File: src/rtl/wb_sdram_traffic_gen.sv
// wb_sdram_traffic_gen: Wishbone master traffic generator for the sdrc_top slave.
// Issues bursts of LFSR-patterned writes, reads, or write-then-readback-verify
// once SDRAM initialisation completes, and reports busy/done/timeout/error count.
//
// Ports:
//   sys_clk, RESETN           clock, asynchronous active-low reset
//   start, mode, base_addr,   run launch pulse and run configuration
//   burst_len, num_bursts     (sampled on start)
//   sdr_init_done             SDRAM controller ready
//   wb_*                      Wishbone master interface
//   busy, done, timeout       run status
//   err_cnt                   readback mismatch count (saturating)
//   first_err_*               first-mismatch log
//
// Optional feature: define TGEN_ERR_LOG_EN to build the first-error capture
// registers; otherwise first_err_* are tied to zero.
module wb_sdram_traffic_gen #(
    parameter int unsigned DW          = 32,
    parameter int unsigned AW          = 26,
    parameter int unsigned SEL_W       = DW / 8,
    parameter int unsigned BURST_MAX   = 8,
    parameter logic [31:0] LFSR_SEED   = 32'hACE1_2468,
    parameter int unsigned TIMEOUT     = 1024
) (
    input  logic             sys_clk,
    input  logic             RESETN,
    input  logic             start,
    input  logic [1:0]       mode,
    input  logic [AW-1:0]    base_addr,
    input  logic [4:0]       burst_len,
    input  logic [7:0]       num_bursts,
    input  logic             sdr_init_done,
    output logic             wb_cyc_o,
    output logic             wb_stb_o,
    output logic             wb_we_o,
    output logic [AW-1:0]    wb_addr_o,
    output logic [DW-1:0]    wb_dat_o,
    output logic [SEL_W-1:0] wb_sel_o,
    input  logic             wb_ack_i,
    input  logic [DW-1:0]    wb_dat_i,
    output logic             busy,
    output logic             done,
    output logic             timeout,
    output logic [15:0]      err_cnt,
    output logic [AW-1:0]    first_err_addr,
    output logic [DW-1:0]    first_err_exp,
    output logic [DW-1:0]    first_err_got
);

    localparam int unsigned WD_W      = $clog2(TIMEOUT + 1);
    localparam logic [31:0] LFSR_TAPS = 32'h8020_0003;   // x^32+x^22+x^2+x+1, right-shift Galois
    localparam logic [4:0]  BMAX      = 5'(BURST_MAX);

    typedef enum logic [2:0] {
        S_IDLE, S_WAIT_INIT, S_XFER, S_GAP, S_SWITCH, S_FINISH
    } state_t;

    function automatic logic [31:0] lfsr_step(input logic [31:0] v);
        return (v >> 1) ^ (v[0] ? LFSR_TAPS : 32'h0);
    endfunction

    state_t            state_q, state_d;
    logic              verify_q, verify_d;
    logic              rd_q, rd_d;
    logic [AW-1:0]     base_q, base_d;
    logic [4:0]        blen_q, blen_d;
    logic [7:0]        nburst_q, nburst_d;
    logic [AW-1:0]     addr_q, addr_d;
    logic [31:0]       lfsr_q, lfsr_d;
    logic [4:0]        beat_q, beat_d;
    logic [7:0]        burst_q, burst_d;
    logic [WD_W-1:0]   wdog_q, wdog_d;
    logic              stb_q, stb_d;
    logic              we_q, we_d;
    logic [DW-1:0]     dat_q, dat_d;
    logic [SEL_W-1:0]  sel_q, sel_d;
    logic              busy_q, busy_d;
    logic              done_q, done_d;
    logic              tmo_q, tmo_d;
    logic [15:0]       err_q, err_d;

    logic [4:0]        blen_clamp_c;
    logic              beat_ok_c;
    logic              mismatch_c;

    // Zero means one beat; anything above BURST_MAX is clamped.
    assign blen_clamp_c = (burst_len == 5'd0) ? 5'd1 :
                          (burst_len > BMAX)  ? BMAX : burst_len;
    assign beat_ok_c    = stb_q & wb_ack_i;
    assign mismatch_c   = beat_ok_c & rd_q & verify_q & (wb_dat_i != lfsr_q[DW-1:0]);

    // Next-state and registered-output logic.
    always_comb begin
        state_d  = state_q;
        verify_d = verify_q;
        rd_d     = rd_q;
        base_d   = base_q;
        blen_d   = blen_q;
        nburst_d = nburst_q;
        addr_d   = addr_q;
        lfsr_d   = lfsr_q;
        beat_d   = beat_q;
        burst_d  = burst_q;
        wdog_d   = wdog_q;
        tmo_d    = tmo_q;
        err_d    = err_q;

        case (state_q)
            S_IDLE: begin
                if (start) begin
                    state_d  = S_WAIT_INIT;
                    verify_d = mode[1];
                    rd_d     = (mode == 2'd1);
                    base_d   = base_addr;
                    blen_d   = blen_clamp_c;
                    nburst_d = num_bursts;
                    addr_d   = base_addr;
                    lfsr_d   = LFSR_SEED;
                    beat_d   = 5'd0;
                    burst_d  = 8'd0;
                    wdog_d   = '0;
                    tmo_d    = 1'b0;
                    err_d    = 16'd0;
                end
            end
            S_WAIT_INIT: begin
                if (sdr_init_done) begin
                    state_d = (nburst_q == 8'd0) ? S_FINISH : S_XFER;
                end
            end
            S_XFER: begin
                if (beat_ok_c) begin
                    addr_d = addr_q + AW'(1);
                    lfsr_d = lfsr_step(lfsr_q);
                    beat_d = beat_q + 5'd1;
                    wdog_d = '0;
                    if (mismatch_c && err_q != 16'hFFFF) begin
                        err_d = err_q + 16'd1;
                    end
                    if (beat_q == blen_q - 5'd1) begin
                        beat_d  = 5'd0;
                        burst_d = burst_q + 8'd1;
                        state_d = S_GAP;
                    end
                end else if (wdog_q == WD_W'(TIMEOUT - 1)) begin
                    tmo_d   = 1'b1;
                    state_d = S_FINISH;
                end else begin
                    wdog_d = wdog_q + WD_W'(1);
                end
            end
            S_GAP: begin
                if (burst_q != nburst_q) begin
                    state_d = S_XFER;
                end else if (verify_q && !rd_q) begin
                    state_d = S_SWITCH;
                end else begin
                    state_d = S_FINISH;
                end
            end
            S_SWITCH: begin
                addr_d  = base_q;
                lfsr_d  = LFSR_SEED;
                rd_d    = 1'b1;
                burst_d = 8'd0;
                beat_d  = 5'd0;
                wdog_d  = '0;
                state_d = S_XFER;
            end
            S_FINISH: begin
                state_d = S_IDLE;
            end
            default: begin
                state_d = S_IDLE;
            end
        endcase

        // Bus outputs are registered against the state being entered.
        stb_d  = (state_d == S_XFER);
        we_d   = stb_d & ~rd_d;
        dat_d  = stb_d ? lfsr_d[DW-1:0] : '0;
        sel_d  = stb_d ? '1 : '0;
        busy_d = (state_d != S_IDLE) && (state_d != S_FINISH);
        done_d = (state_d == S_FINISH);
    end

    // State and output registers.
    always_ff @(posedge sys_clk or negedge RESETN) begin
        if (!RESETN) begin
            state_q  <= S_IDLE;
            verify_q <= 1'b0;
            rd_q     <= 1'b0;
            base_q   <= '0;
            blen_q   <= 5'd0;
            nburst_q <= 8'd0;
            addr_q   <= '0;
            lfsr_q   <= LFSR_SEED;
            beat_q   <= 5'd0;
            burst_q  <= 8'd0;
            wdog_q   <= '0;
            stb_q    <= 1'b0;
            we_q     <= 1'b0;
            dat_q    <= '0;
            sel_q    <= '0;
            busy_q   <= 1'b0;
            done_q   <= 1'b0;
            tmo_q    <= 1'b0;
            err_q    <= 16'd0;
        end else begin
            state_q  <= state_d;
            verify_q <= verify_d;
            rd_q     <= rd_d;
            base_q   <= base_d;
            blen_q   <= blen_d;
            nburst_q <= nburst_d;
            addr_q   <= addr_d;
            lfsr_q   <= lfsr_d;
            beat_q   <= beat_d;
            burst_q  <= burst_d;
            wdog_q   <= wdog_d;
            stb_q    <= stb_d;
            we_q     <= we_d;
            dat_q    <= dat_d;
            sel_q    <= sel_d;
            busy_q   <= busy_d;
            done_q   <= done_d;
            tmo_q    <= tmo_d;
            err_q    <= err_d;
        end
    end

    assign wb_cyc_o  = stb_q;
    assign wb_stb_o  = stb_q;
    assign wb_we_o   = we_q;
    assign wb_addr_o = addr_q;
    assign wb_dat_o  = dat_q;
    assign wb_sel_o  = sel_q;
    assign busy      = busy_q;
    assign done      = done_q;
    assign timeout   = tmo_q;
    assign err_cnt   = err_q;

`ifdef TGEN_ERR_LOG_EN
    logic [AW-1:0] fe_addr_q, fe_addr_d;
    logic [DW-1:0] fe_exp_q, fe_exp_d;
    logic [DW-1:0] fe_got_q, fe_got_d;

    // Capture only the first mismatch of a run; cleared when a run starts.
    always_comb begin
        fe_addr_d = fe_addr_q;
        fe_exp_d  = fe_exp_q;
        fe_got_d  = fe_got_q;
        if (state_q == S_IDLE && start) begin
            fe_addr_d = '0;
            fe_exp_d  = '0;
            fe_got_d  = '0;
        end else if (mismatch_c && err_q == 16'd0) begin
            fe_addr_d = addr_q;
            fe_exp_d  = lfsr_q[DW-1:0];
            fe_got_d  = wb_dat_i;
        end
    end

    always_ff @(posedge sys_clk or negedge RESETN) begin
        if (!RESETN) begin
            fe_addr_q <= '0;
            fe_exp_q  <= '0;
            fe_got_q  <= '0;
        end else begin
            fe_addr_q <= fe_addr_d;
            fe_exp_q  <= fe_exp_d;
            fe_got_q  <= fe_got_d;
        end
    end

    assign first_err_addr = fe_addr_q;
    assign first_err_exp  = fe_exp_q;
    assign first_err_got  = fe_got_q;
`else
    assign first_err_addr = '0;
    assign first_err_exp  = '0;
    assign first_err_got  = '0;
`endif

endmodule

File: config.mk
export PLATFORM = sky130hd
export DESIGN_NAME = wb_sdram_traffic_gen
export DESIGN_NICKNAME = d
export VERILOG_FILES = /design/src/rtl/wb_sdram_traffic_gen.sv
export SDC_FILE = /design/constraint.sdc
export NUM_CORES = 1
export LEC_CHECK = 0
export BUFFER_PORTS_ARGS = -buffer_cell sky130_fd_sc_hd__buf_2
export CAP_MARGIN = 20
export CORE_UTILIZATION = 48
export DETAILED_ROUTE_END_ITERATION = 6
export PLACE_DENSITY = 0.88
export SKIP_LAST_GASP = 1
export SLEW_MARGIN = 20
export SYNTH_ARGS = -nofsm -noshare
export SYNTH_HDL_FRONTEND = slang
export SYNTH_SLANG_ARGS = --single-unit
File: constraint.sdc
create_clock -name sys_clk -period 2.2 [get_ports sys_clk]
set_input_delay 0 -clock sys_clk [delete_from_list [all_inputs] [get_ports sys_clk]]
set_output_delay 0 -clock sys_clk [all_outputs]
set_load 0.01 [all_outputs]
======== Word level (Yosys, flattened, before mapping) ========
Index checks and enable logic that the tools add are counted.
word-level totals
  register bits ........................... 183
  input port bits ......................... 78
  output and inout port bits .............. 174
  logic and storage cells ................. 111
cells by class
  add/subtract/negate cells ............... 6
  $lt $le $gt $ge ......................... 1
  equality and inequality tests ........... 20
  muxes and demuxes ....................... 42
  bitwise gates (word level) .............. 7
  reduce and logical (&&, ||, !) cells .... 16
operators by type and width
  operator               number
  $mux 32                4
  $pmux 32 s3            1
  $pmux 26 s3            1
  $mux 26                2
  $mux 16                3
  $mux 11                3
  $pmux 11 s3            1
  $ne 32x32->1           1
  $pmux 16 s2            1
  $xor 31x32->32         1
  $add 26x1->26 const B  1
  $mux 5                 5
  $mux 8                 3
  $pmux 8 s3             1
  $mux 3                 7
  $add 16x1->16 const B  1
  $ne 16x16->1 const B   1
  $pmux 3 s5             1
  $pmux 5 s3             1
  $ne 2x2->1 const B     6
  $reduce_and 4->1       3
  $add 11x1->11 const B  1
  $eq 11x10->1 const B   1
  $eq 3x2->1 const B     3
  24 further kinds       39

======== Longest topological paths before layout ========
  word-level depth ........................ 8
  mapped depth ............................ 10
  depth with buffers taken out ............ 9

======== Worst setup path before layout ========
OpenSTA, ideal clock, no wires.
  kind .................................... reg-to-reg
  start ................................... reg blen_q[0]
  end ..................................... reg beat_q[3]
  setup time .............................. 0.126 ns
  arrival ................................. 2.189 ns
  slack ................................... -0.115 ns
  stages on the path, launching flop included .. 10
  path buffers ............................ 1
  clock period less this slack ............ 2.315 ns
  path through ............................ dfrtp_1 inv_1 ha_1 and2b_1 or3_1 a311oi_2 buf_6 nor2_1 and3_1 a221o_1
on the way
  word-level cells in the longest chain between the ends .. 5
ends and longest elaborated chain
  item                    line  RTL
  from (decl)             66    logic [4:0] blen_q, blen_d;
  from (signal assigned)  214   blen_q <= blen_d;
  $sub 5x1->5             140   if (beat_q == blen_q - 5'd1) begin
  $eq 5x5->1              140
  $mux 5                  140
  $mux 5                  132   if (beat_ok_c) begin
  $pmux 5 s3              108   case (state_q)
  to (signal assigned)    218   beat_q <= beat_d;
  to (decl)               70    logic [4:0] beat_q, beat_d;
No other way between the ends. The select of a mux whose other input is x is not followed.
A chain may end at the register's enable or synchronous reset.

======== Final worst setup path ========
  start ................................... reg blen_q[0]
  end ..................................... reg burst_q[7]
on the way
  word-level cells in the longest chain between the ends .. 4
ends and longest elaborated chain
  item                               line  RTL
  $sub 5x1->5                        140
  $eq 5x5->1                         140
  $ne 2x2->1 (no source line)        -
  $reduce_and 4->1 (no source line)  -
  to (signal assigned)               219   burst_q <= burst_d;
  to (decl)                          71    logic [7:0] burst_q, burst_d;
No other way between the ends.

==> impl_metrics.prom <==
# TYPE chip_impl_metric gauge
chip_impl_metric{name="max_freq",unit="GHz"} 0.438
chip_impl_info{name="critical_path.endpoint",value="burst_q[7]"} 1
chip_impl_metric{name="num_rows",unit=""} 50
chip_impl_info{name="cp-end-kind",value="flip-flop"} 1
chip_impl_metric{name="finalHoldWorstSlack",unit="ns"} 0.0911
chip_impl_metric{name="drt-initial-drc-count",unit=""} 714
chip_impl_metric{name="net-switching-power",unit="mW"} 5.65
chip_impl_metric{name="placed_cells",unit=""} 1414
chip_impl_metric{name="die_width",unit="um"} 142
chip_impl_metric{name="wirelength",unit="um"} 25900
chip_impl_metric{name="grt_pass1_vias",unit=""} 8037
chip_impl_info{name="startpoint",value="blen_q[0]"} 1
chip_impl_metric{name="netSwitchingFraction",unit="%"} 39.5
chip_impl_metric{name="post_route_cells_drive_above_1_share",unit="%"} 23.6
chip_impl_metric{name="design_power_total",unit="mW"} 14.3
chip_impl_metric{name="routedWlPerCell",unit="um"} 17.3
chip_impl_metric{name="clock_latency",unit="ns"} 0.43
chip_impl_metric{name="multi_input_comb_area",unit="um2"} 4370
chip_impl_metric{name="clkSinkCount",unit=""} 179
chip_impl_metric{name="dr.pass1.iters",unit=""} 7
chip_impl_metric{name="syn_area_per_cell",unit="um2"} 9.36
chip_impl_metric{name="antenna_violating_nets_post_route",unit=""} 0
chip_impl_metric{name="coreArea",unit="um2"} 19000
chip_impl_metric{name="worst_path_fanout_max",unit=""} 8
chip_impl_metric{name="routed-wl-met3",unit="um"} 2160
chip_impl_metric{name="die_y",unit="um"} 142
chip_impl_metric{name="gr-total-overflow",unit=""} 0
chip_impl_metric{name="fin_nets",unit=""} 1306
chip_impl_metric{name="p_leak",unit="nW"} 5.76
chip_impl_metric{name="power.density_cell_area",unit="nW/um2"} 1230
chip_impl_metric{name="vdd_ir_drop_max",unit="V"} 0.000740
chip_impl_metric{name="avgViaCountPerCell",unit=""} 5.61
chip_impl_metric{name="final_core_utilization",unit="%"} 61.3
chip_impl_metric{name="intPower",unit="mW"} 8.66
chip_impl_metric{name="synth.cell_area",unit="um2"} 9410
chip_impl_metric{name="wl_met1",unit="um"} 10200
chip_impl_metric{name="cts_inserted_buffers",unit=""} 17
chip_impl_metric{name="fin_crit",unit="ns"} 2.28
chip_impl_metric{name="clkTransAtPathRegs",unit="ns"} 0.07
chip_impl_metric{name="wl_met2",unit="um"} 13100
chip_impl_metric{name="clock-skew-final",unit="ns"} 0.0135
chip_impl_metric{name="power.share.combinational",unit="%"} 38.7
chip_impl_info{name="cp-start-kind",value="flip-flop"} 1
chip_impl_metric{name="r2r_setup_slack",unit="ns"} -0.08
chip_impl_metric{name="drt_drc_violations_left",unit=""} 4
chip_impl_metric{name="num-fill-cells",unit=""} 1471
chip_impl_metric{name="area.sequential",unit="um2"} 4500
chip_impl_metric{name="routability_congestion_estimate",unit=""} 0.888
chip_impl_metric{name="grt_pass1_wl",unit="um"} 40600
chip_impl_info{name="worstReg2RegEnd",value="burst_q[7]"} 1
chip_impl_info{name="unrepaired_setup_endpoints_after_global_routing",value="true"} 1
chip_impl_metric{name="async_reset_ff_share",unit="%"} 100
chip_impl_metric{name="timing.critical_path.arrival",unit="ns"} 2.63
chip_impl_metric{name="fp.dieArea",unit="um2"} 20200
chip_impl_metric{name="largest_net_degree_at_the_start_of_global_routing",unit=""} 62
chip_impl_metric{name="share_seq_of_total_power",unit="%"} 38.3
chip_impl_metric{name="worstPathRequired",unit="ns"} 2.55
chip_impl_metric{name="layout.cells.non_filler",unit=""} 1497
chip_impl_metric{name="setup_violations",unit=""} 5
chip_impl_metric{name="synth_sequential_area_ratio",unit="%"} 47.8
chip_impl_metric{name="timing_worst_slew_pin_value",unit="ns"} 0.592
chip_impl_metric{name="final_worst_setup_slack",unit="ns"} -0.0824
chip_impl_metric{name="port_buffers",unit=""} 161
chip_impl_metric{name="h-tree-depth",unit=""} 4
chip_impl_info{name="tritoncts",value="done"} 1
chip_impl_metric{name="ys_warn_count",unit=""} 0
chip_impl_info{name="violations",value="DRC, setup timing"} 1
chip_impl_metric{name="routed-via-count",unit=""} 8405
chip_impl_info{name="critical_path_class",value="reg2reg"} 1
chip_impl_metric{name="antenna_found_initial",unit=""} 2
chip_impl_metric{name="detailedPlacementHpwl",unit="um"} 17000
chip_impl_info{name="ys_dominant_reg_cell",value="sky130_fd_sc_hd__dfrtp_1"} 1
chip_impl_metric{name="boundaryPins",unit=""} 252
chip_impl_metric{name="p_clk_share",unit="%"} 23.0
chip_impl_metric{name="area_delta_synth_final",unit="%"} 23.4
chip_impl_metric{name="all_layer_gr_usage",unit="%"} 25.6
chip_impl_metric{name="rr_worst_depth",unit=""} 10
chip_impl_info{name="root_buffer",value="sky130_fd_sc_hd__clkbuf_16"} 1
chip_impl_metric{name="synth-edff-count",unit=""} 0
chip_impl_info{name="reg2reg_from",value="blen_q[0]"} 1
chip_impl_metric{name="hold_viol_final",unit=""} 0
chip_impl_metric{name="worst_slew_margin_rel",unit="%"} 60.4
chip_impl_metric{name="cts_buffer_depth",unit=""} 2
chip_impl_metric{name="placement.setup.worst_slack",unit="ns"} -0.158
chip_impl_metric{name="drv.max_cap_violation_count",unit=""} 0
chip_impl_info{name="status",value="finished, violations left"} 1
chip_impl_metric{name="slew_violations",unit=""} 0
chip_impl_info{name="class_of_the_worst_hold_path",value="in2reg"} 1
chip_impl_metric{name="initial_cell_density_of_the_core",unit="%"} 49.7
chip_impl_metric{name="yosys.cell_types.count",unit=""} 68
chip_impl_info{name="highest-signal-layer",value="met4"} 1
chip_impl_metric{name="final.period_utilization",unit="%"} 104
chip_impl_metric{name="synthesis.instances",unit=""} 1006
chip_impl_metric{name="synth-seq-cells",unit=""} 179
-- metal layers --
metal / vias up / GRT usage (%)
met3: 50 / 5.01
met4: 0 / 8.89
met2: 465 / 43.6
met5: - / 0
met1: 4103 / 32.6
li1: 3787 / -
-- logic make-up after synthesis --
family	synth area share, %
AND/OR/NAND/NOR	21.3
AO/OA/AOI/OAI	13.7
flip-flops	47.8
buffers and inverters	10.5
XOR/XNOR	5.49
adder cells (fa/ha/maj)	0.797
multiplexers	0.439
other	0.0398
-- sequential cells by signal (all words and copies together) (netlist names), 3 cells and up --
name / flops
nburst_q: 8
blen_q: 5
base_q: 26
wb_addr_o: 26
wb_dat_o: 32
wdog_q: 11
state_q: 3
lfsr_q: 32
burst_q: 8
beat_q: 5
err_cnt: 16
-- cell usage after synthesis (5+ instances only) --
library cell,count,share of area [%]
sky130_fd_sc_hd__a21oi_1,30,1.6
sky130_fd_sc_hd__a221o_1,5,0.53
sky130_fd_sc_hd__a221oi_1,12,1.1
sky130_fd_sc_hd__a222oi_1,7,0.74
sky130_fd_sc_hd__a22o_1,21,2.0
sky130_fd_sc_hd__a31oi_1,8,0.53
sky130_fd_sc_hd__and2_1,7,0.47
sky130_fd_sc_hd__and3_1,44,2.9
sky130_fd_sc_hd__buf_4,96,7.7
sky130_fd_sc_hd__clkbuf_1,45,1.8
sky130_fd_sc_hd__dfrtp_1,166,44
sky130_fd_sc_hd__dfstp_2,13,3.6
sky130_fd_sc_hd__ha_1,6,0.80
sky130_fd_sc_hd__inv_1,13,0.52
sky130_fd_sc_hd__nand2_1,175,7.0
sky130_fd_sc_hd__nand2b_1,5,0.33
sky130_fd_sc_hd__nand3_1,33,1.8
sky130_fd_sc_hd__nand4_1,16,1.1
sky130_fd_sc_hd__nor2_1,47,1.9
sky130_fd_sc_hd__nor3_1,18,0.96
sky130_fd_sc_hd__nor4_1,10,0.66
sky130_fd_sc_hd__o211ai_1,5,0.40
sky130_fd_sc_hd__o21ai_0,73,3.9
sky130_fd_sc_hd__or3_1,11,0.73
sky130_fd_sc_hd__or4_1,5,0.40
sky130_fd_sc_hd__xnor2_1,16,1.5
sky130_fd_sc_hd__xor2_1,43,4.0
-- cells in the final DEF, fill, tap and decap left out, types with 8 or more instances in the layout --
cell / instances
sky130_fd_sc_hd__a21oi_1: 28
sky130_fd_sc_hd__conb_1: 90
sky130_fd_sc_hd__nor2_1: 45
sky130_fd_sc_hd__a22o_1: 21
sky130_fd_sc_hd__and3_1: 43
sky130_fd_sc_hd__xnor2_1: 16
sky130_fd_sc_hd__xor2_1: 43
sky130_fd_sc_hd__buf_2: 160
sky130_fd_sc_hd__nor4_1: 8
sky130_fd_sc_hd__inv_1: 11
sky130_fd_sc_hd__dfrtp_1: 165
sky130_fd_sc_hd__nand4_1: 16
sky130_fd_sc_hd__clkbuf_16: 18
sky130_fd_sc_hd__dlygate4sd3_1: 42
sky130_fd_sc_hd__a31oi_1: 8
sky130_fd_sc_hd__or3_1: 11
sky130_fd_sc_hd__nand3_1: 33
sky130_fd_sc_hd__dfstp_2: 13
sky130_fd_sc_hd__nor3_1: 16
sky130_fd_sc_hd__a221oi_1: 12
sky130_fd_sc_hd__o21ai_0: 69
sky130_fd_sc_hd__buf_4: 43
sky130_fd_sc_hd__nand2_1: 175
-- worst min path at each step --
stage | start | end | slack [ns] | cells after the start
2_1_floorplan | RESETN | base_q[0] | -0.30 | 0
3_3_place_gp | RESETN | wb_dat_o[2] | 0.008 | 1
3_5_place_dp | RESETN | wb_dat_o[2] | 0.02 | 1
4_1_cts | start | rd_q | 0.07 | 3
5_1_grt | start | rd_q | 0.12 | 3
6_report | start | rd_q | 0.09 | 3
-- what timing repair did --
item,CTS,global route
setup endpoints to repair,41,64
setup buffers,2,4
cloned,0,1
hold buffers,42,0
endpoints found under the hold margin,121,0
gates resized for setup,7,15
pin swaps,3,9
-- final cells by class --
| type | instances | area share, % |
|---|---|---|
| diodes | 2 | 0.0431 |
| repair buffers | 255 | 14.9 |
| clock buffers | 19 | 3.81 |
| multi-input cells | 756 | 37.6 |
| clock inverters | 13 | 1.69 |
| inverters | 13 | 0.420 |
| flip-flops and latches | 179 | 38.7 |
| well taps | 260 | 2.80 |
-- power groups by stage --
stage          Clock (mW)  Combinational (mW)  Sequential [mW]
3_5_place_dp            0                5.12             5.47
4_1_cts              3.33                5.27             5.43
3_3_place_gp            0                4.90             5.42
2_1_floorplan           0                3.29             5.37
5_1_grt              3.49                6.06             5.59
6_report             3.29                5.53             5.48
-- worst max-delay path, stage by stage, from the launching register on --
cell and delay [ns]:
sky130_fd_sc_hd__dfrtp_1 0.39, sky130_fd_sc_hd__inv_2 0.09, sky130_fd_sc_hd__ha_4 0.15, sky130_fd_sc_hd__and2b_1 0.19, sky130_fd_sc_hd__or3_1 0.33, sky130_fd_sc_hd__a311oi_2 0.20, sky130_fd_sc_hd__buf_4 0.21, sky130_fd_sc_hd__buf_12 0.14
sky130_fd_sc_hd__o21ai_4 0.05, sky130_fd_sc_hd__or3_1 0.32, sky130_fd_sc_hd__a21oi_2 0.13
-- per-stage QoR --
stage                     cell area (um2)  setup TNS [ns]
after floorplan                      9760        -0.00881
after global placement              10400         -0.0938
after detailed placement            10400           -1.73
after CTS                           11500          -0.561
after global routing                11600           -1.32
final                               11600          -0.110
(Power assumes the default switching activity.)
